<file path="src/rtl/mem_bus_arb.sv">
// Two-requester arbiter sharing the single-port program/data RAM.
// Requester LD is the SPI ROM loader and requester CPU is the CPU port.
// Grants are combinational. The CPU is locked out while load_mode is high,
// and CPU writes into the ROM region are dropped and flagged.
module mem_bus_arb #(
  parameter int unsigned ADDR_WIDTH = 8,
  parameter int unsigned DATA_WIDTH = 8,
  parameter int unsigned RD_LATENCY = 1,
  parameter int unsigned MAX_BURST  = 4,
  parameter logic [ADDR_WIDTH-1:0] ROM_TOP = ADDR_WIDTH'(8'h7F)
) (
  input  logic                  sys_clk,
  input  logic                  sys_rst_n,
  input  logic                  load_mode,
  input  logic                  ld_req,
  input  logic                  ld_we,
  input  logic [ADDR_WIDTH-1:0] ld_addr,
  input  logic [DATA_WIDTH-1:0] ld_wdata,
  output logic                  ld_gnt,
  output logic                  ld_rvalid,
  output logic [DATA_WIDTH-1:0] ld_rdata,
  input  logic                  cpu_req,
  input  logic                  cpu_we,
  input  logic [ADDR_WIDTH-1:0] cpu_addr,
  input  logic [DATA_WIDTH-1:0] cpu_wdata,
  output logic                  cpu_gnt,
  output logic                  cpu_rvalid,
  output logic [DATA_WIDTH-1:0] cpu_rdata,
  output logic                  cpu_wp_err,
  output logic                  mem_en,
  output logic                  mem_we,
  output logic [ADDR_WIDTH-1:0] mem_addr,
  output logic [DATA_WIDTH-1:0] mem_wdata,
  input  logic [DATA_WIDTH-1:0] mem_rdata
);

  localparam int unsigned CNT_W = 4;
  localparam logic [CNT_W-1:0] MAX_BURST_C = CNT_W'(MAX_BURST);
  localparam logic [CNT_W-1:0] CNT_SAT     = '1;

  typedef enum logic {
    OWN_LD  = 1'b0,
    OWN_CPU = 1'b1
  } owner_e;

  owner_e           last_owner, last_owner_nxt;
  logic [CNT_W-1:0] burst_cnt, burst_cnt_nxt;
  logic             cpu_req_eff;
  logic             wp_hit_c;
  logic [RD_LATENCY-1:0] ld_v_q, cpu_v_q;

  assign cpu_req_eff = cpu_req & ~load_mode;

  // Owner / burst state register
  always_ff @(posedge sys_clk or negedge sys_rst_n) begin
    if (!sys_rst_n) begin
      last_owner <= OWN_LD;
      burst_cnt  <= '0;
    end else begin
      last_owner <= last_owner_nxt;
      burst_cnt  <= burst_cnt_nxt;
    end
  end

  // Next owner: extend the burst, hand over, or reset fairness when idle
  always_comb begin
    last_owner_nxt = last_owner;
    burst_cnt_nxt  = burst_cnt;
    if (ld_gnt || cpu_gnt) begin
      if ((ld_gnt ? OWN_LD : OWN_CPU) == last_owner) begin
        burst_cnt_nxt = (burst_cnt == CNT_SAT) ? burst_cnt : burst_cnt + CNT_W'(1);
      end else begin
        last_owner_nxt = ld_gnt ? OWN_LD : OWN_CPU;
        burst_cnt_nxt  = CNT_W'(1);
      end
    end else begin
      burst_cnt_nxt = '0;
    end
  end

  // Grant decision and RAM port mux; nothing is granted while in reset
  always_comb begin
    ld_gnt    = 1'b0;
    cpu_gnt   = 1'b0;
    wp_hit_c  = 1'b0;
    mem_en    = 1'b0;
    mem_we    = 1'b0;
    mem_addr  = '0;
    mem_wdata = '0;
    if (sys_rst_n) begin
      if (ld_req && cpu_req_eff) begin
        // Owner keeps the bus until its burst allowance is used up
        if ((last_owner == OWN_LD) == (burst_cnt < MAX_BURST_C)) ld_gnt = 1'b1;
        else                                                     cpu_gnt = 1'b1;
      end else if (ld_req) begin
        ld_gnt = 1'b1;
      end else if (cpu_req_eff) begin
        cpu_gnt = 1'b1;
      end
    end
    if (ld_gnt) begin
      mem_en    = 1'b1;
      mem_we    = ld_we;
      mem_addr  = ld_addr;
      mem_wdata = ld_wdata;
    end else if (cpu_gnt) begin
      wp_hit_c  = cpu_we && (cpu_addr <= ROM_TOP);
      mem_en    = ~wp_hit_c;
      mem_we    = cpu_we & ~wp_hit_c;
      mem_addr  = cpu_addr;
      mem_wdata = cpu_wdata;
    end
  end

  // Read-return tracking per owner and the write-protect error pulse
  always_ff @(posedge sys_clk or negedge sys_rst_n) begin
    if (!sys_rst_n) begin
      ld_v_q     <= '0;
      cpu_v_q    <= '0;
      cpu_wp_err <= 1'b0;
    end else begin
      ld_v_q[0]  <= ld_gnt & ~ld_we;
      cpu_v_q[0] <= cpu_gnt & ~cpu_we;
      for (int unsigned i = 1; i < RD_LATENCY; i++) begin
        ld_v_q[i]  <= ld_v_q[i-1];
        cpu_v_q[i] <= cpu_v_q[i-1];
      end
      cpu_wp_err <= wp_hit_c;
    end
  end

  assign ld_rvalid  = ld_v_q[RD_LATENCY-1];
  assign cpu_rvalid = cpu_v_q[RD_LATENCY-1];
  assign ld_rdata   = ld_rvalid  ? mem_rdata : '0;
  assign cpu_rdata  = cpu_rvalid ? mem_rdata : '0;

endmodule

</file>
<file path="config.mk">
export PLATFORM = sky130hd
export DESIGN_NAME = mem_bus_arb
export DESIGN_NICKNAME = d
export VERILOG_FILES = /design/src/rtl/mem_bus_arb.sv
export SDC_FILE = /design/constraint.sdc
export NUM_CORES = 1
export LEC_CHECK = 0
export BUFFER_PORTS_ARGS = -buffer_cell sky130_fd_sc_hd__buf_2
export CELL_PAD_IN_SITES_DETAIL_PLACEMENT = 1
export CELL_PAD_IN_SITES_GLOBAL_PLACEMENT = 1
export CORE_UTILIZATION = 23
export CTS_CLUSTER_SIZE = 25
export DETAILED_ROUTE_END_ITERATION = 8
export PLACE_DENSITY = 0.82
export SYNTH_ARGS = -nofsm -noshare
export SYNTH_HDL_FRONTEND = slang
export SYNTH_SLANG_ARGS = --single-unit
export TNS_END_PERCENT = 10
</file>
<file path="constraint.sdc">
create_clock -name sys_clk -period 2.35 [get_ports sys_clk]
set_clock_uncertainty 0.2 [all_clocks]
set_input_delay 0.235 -clock sys_clk [delete_from_list [all_inputs] [get_ports sys_clk]]
set_output_delay 0.235 -clock sys_clk [all_outputs]
set_load 0.005 [all_outputs]
</file>
* Yosys cells after proc, flatten, opt, wreduce, memory -nomap -nowiden
Cells that the tools add are included.
Cells by class: add/sub/neg operators 1, order comparisons 2, equality and inequality tests 4, mux-type cells 25, bitwise logic cells 10, reduce and logical (&&, ||, !) cells 4
Operators with widths (count):
- $mux 8 | 6
- $mux 1 | 16
- $mux 4 | 3
- $le 8x7->1 const B | 1
- $not 1->1 | 6
- $add 4x1->4 const B | 1
- $and 1x1->1 | 4
- $eq 4x4->1 const B | 1
- $lt 4x3->1 const B | 1
- $ne 3x3->1 const B | 1
- $eq 1x1->1 | 2
- $logic_and 1x1->1 | 2
- $reduce_and 2->1 | 1
- $logic_or 1x1->1 | 1
Storage, ports and cells: register bits 8, input bits 47, output and inout port bits 39, logic and storage cells 51

* Longest topological paths before layout
depth after elaboration 9, mapped depth 5

* Worst setup path after synthesis
Ideal clock, no wire load.
path type register to output, from register burst_cnt[2], to output mem_addr[1], arrival 1.375 ns, setup slack 0.540 ns, cell stages (with the launch flop) 6, path buffers 2, cells stage by stage dfrtp_1 -> buf_6 -> o211a_4 -> nor3_4 -> buf_6 -> a22o_1
Between the ends: cells in the longest elaborated chain, start to end 7, elaborated cells on any way between the ends 10
RTL lines:
- start, declared | line 47 | logic [CNT_W-1:0] burst_cnt, burst_cnt_nxt;
- start signal, assigned | line 61 | burst_cnt <= burst_cnt_nxt;
- $lt 4x3->1 | line 93 | if ((last_owner == OWN_LD) == (burst_cnt < MAX_BURST_C)) ld_gnt = 1'b1;
- $eq 1x1->1 | line 93
- $mux 1 | line 93
- $mux 1 | line 91 | if (ld_req && cpu_req_eff) begin
- $mux 1 | line 90 | if (sys_rst_n) begin
- named net cpu_gnt | line 26 | output logic cpu_gnt,
- $mux 8 | line 106 | end else if (cpu_gnt) begin
- $mux 8 | line 101 | if (ld_gnt) begin
- end, declared | line 32 | output logic [ADDR_WIDTH-1:0] mem_addr,
The timed path passes the listed nets, and every way through them passes these cells.

* Worst setup path in the final report
from register burst_cnt[2], to output mem_wdata[1]
Between the ends: cells in the longest elaborated chain, start to end 7, elaborated cells on any way between the ends 10
RTL lines:
- $lt 4x3->1 * | line 93
- $eq 1x1->1 * | line 93
- $mux 1 | line 93
- $mux 1 | line 91
- $mux 1 | line 90
- $mux 8 | line 106
- $mux 8 * | line 101
- end, declared | line 33 | output logic [DATA_WIDTH-1:0] mem_wdata,
Mark *: on every way between the ends. The rest lies on a longest branch, timed or not.

==> impl_metrics.toml <==
[status]
status = "finished clean"

[clock_tree]
clockRootBuffer = "clkbuf_8"
cts_buffers = 3
cts_tree = "yes"
insertion_delay_ps = 230
ctsResizeCount = 0
cts_buffer_depth = 2
clock-sinks = 8
clk_pin_slew_worst_paths_ps = 40
h-tree-depth = 1

[floorplan]
core_area_sq_mm = 0.00344
fp.dieArea_sq_mm = 0.00397
die_h_um = 63.0
row_count = 21
ios = 86
die_w_um = 63.0
initial_core_util = 0.249

[worst_setup_path]
worstSetupStartpointType = "register"
worstSetupEndpoint = "mem_wdata[1]"
crit_path_end_kind = "output pin"
required_ps = 1910
cpPeakStageDelay_ps = 480
critical_path_peak_fanout = 10
cp_num_cells = 4
crit_start = "burst_cnt[2]$_DFFE_PN0P_"
rr_startpoint = "burst_cnt[2]$_DFFE_PN0P_"
r2r-end = "ld_rvalid$_DFF_PN0_"
path_cells = "or3_4, a31oi_2, a22o_1, buf_2"
rrSetupSlack_ps = 590
crit_family = "compound AO/OA/AOI/OAI gates"
critPathBufInv = 1
ff2ff_path_depth = 3
worstPathArrival_ps = 1840
slowest_stage = "a31oi_2"
criticalPathCategory = "register to output pin"

[logic_synthesis]
synth_edf_count = 0
syn-cell-area_sq_um = 857
ys.flop_type = "dfrtp_1"
synth_cell_types = 35
ys_seq_area_frac = 0.234
syn_avg_cell_area_sq_um = 9.52
yosysWarnings = 0
async_reset_ff_frac = 1.00
synthCells = 90
yosys_register_bits = 8
synthesis.nets = 138

[sta]
slew_headroom = 0.651
hold_viol = 0
max_freq_mhz = 440
setup_tns_ps = 0
setup_slack_ps = 79.2
setup_viol = 0
period_needed_ps = 2270
fin_hold_ws_ps = 9.87
tightest_slew_ps = 522
rsz0062_at_grt = "no"
drv_slew = 0
post-route-period-util = 0.966

[placed_design]
gp_congestion = 0.756
place.port_buffers = 85
dp_slack_ps = 283
hpwl_um = 2600

[detailed_routing]
wl_per_cell_um = 14.5
ant_nets = 0
avgViaCountPerCell = 4.64
postRouteWirelength_um = 3240
num_vias = 1039
drc = 0
first_pass_iters = 4
drt_iter0_drc = 33

[hold_path]
hp-class = "primary input to register"

[grt]
grt_start_max_net_pins = 21
grt_use_total = 0.157
use_met1 = 0.177
first_global_vias = 1019
use_met2 = 0.280
grt_pass1_wl_um = 4860
top_usage_layer = "met2"
grt-ovfl-total = 0
antenna_found_initial = 0
met3_usage = 0.0310

[power_and_ir_drop]
power.density_mw_per_mm2 = 380
total_power_mw = 0.521
p_leak_nw = 0.788
peakVddDrop_uv = 147

[flow_run]
max_cap_viol_count = 0

[finish]
layout_commonest_cell = "buf_2"
fin_util = 0.399
drive_gt1_frac = 0.562
area_growth_pct = 60.1
layout.nets = 228
layout_common_cells = "buf_2 (85), and2_1 (17), a22o_1 (16)"
antennaDiodeCount = 0
==> routing by layer <==
metal	wire length (um)	part of all wire	vias up
met2	1740	0.54	42
met4	46	0.014	0
met3	194	0.060	4
met1	1260	0.39	475
met5	0	0	-
li1	-	-	518
==> report_power, final <==
group	total, mW	switching (mW)	internal (mW)
combinational	0.199	0.0962	0.103
sequential	0.155	0.00783	0.147
clock	0.168	0.0564	0.111
==> cells by family after synthesis <==
family,count (synthesis),share of synthesized area
compound gates,27,0.289
fa+ha+maj,1,0.0146
flops,8,0.234
mux,3,0.0350
simple gates,41,0.328
xor+xnor,1,0.0102
buf+inv,9,0.0890
==> area by class of cell <==
type                       count  area, sq um
sequential                     8          200
timing repair buffer          91          473
multi-input combinational     74          593
tap                           46         57.6
clock buffer                   3         41.3
inverter                       2         7.51
fill                         456         2070
==> synth_stat cells, types with 2 or more instances <==
cell / n / area (sq um)
and2_1: 17 / 106
nor3_1: 3 / 15.0
nand3_1: 3 / 15.0
buf_6: 5 / 56.3
mux2i_1: 3 / 30.0
nand2_1: 2 / 7.51
and2b_1: 2 / 15.0
dfrtp_1: 8 / 200
inv_1: 2 / 7.51
nand3b_1: 4 / 30.0
a22o_1: 16 / 140
nor2_1: 2 / 7.51
==> sequential cells by signal (all words and copies together), names as in the netlist <==
| name | flops |
|---|---|
| burst_cnt | 4 |
| ld_rvalid | 1 |
| cpu_wp_err | 1 |
| cpu_rvalid | 1 |
| last_owner | 1 |
==> worst min path at each step <==
stage,startpoint,endpoint,slack [ps],depth (start not counted)
after global routing,cpu_we,cpu_rvalid$_DFF_PN0_,10,2
after global placement,sys_rst_n,burst_cnt[1]$_DFFE_PN0P_,-140,1
after CTS,cpu_we,cpu_rvalid$_DFF_PN0_,6,2
after floorplan,sys_rst_n,burst_cnt[0]$_DFFE_PN0P_,-260,0
after detailed placement,sys_rst_n,burst_cnt[1]$_DFFE_PN0P_,-140,1
final,cpu_we,cpu_rvalid$_DFF_PN0_,10,2
==> through the flow <==
step                std cells  instance area (sq um)
global placement          219                   1310
global route              224                   1370
detailed placement        219                   1310
floorplan                  90                    857
CTS                       223                   1360
finish                    224                   1370
==> what timing repair did <==
item,CTS,global route
setup endpoints to repair,0,15
hold buffers,1,0
setup buffers,0,0
endpoints found under the hold margin,8,0
(Power assumes the default switching activity.)
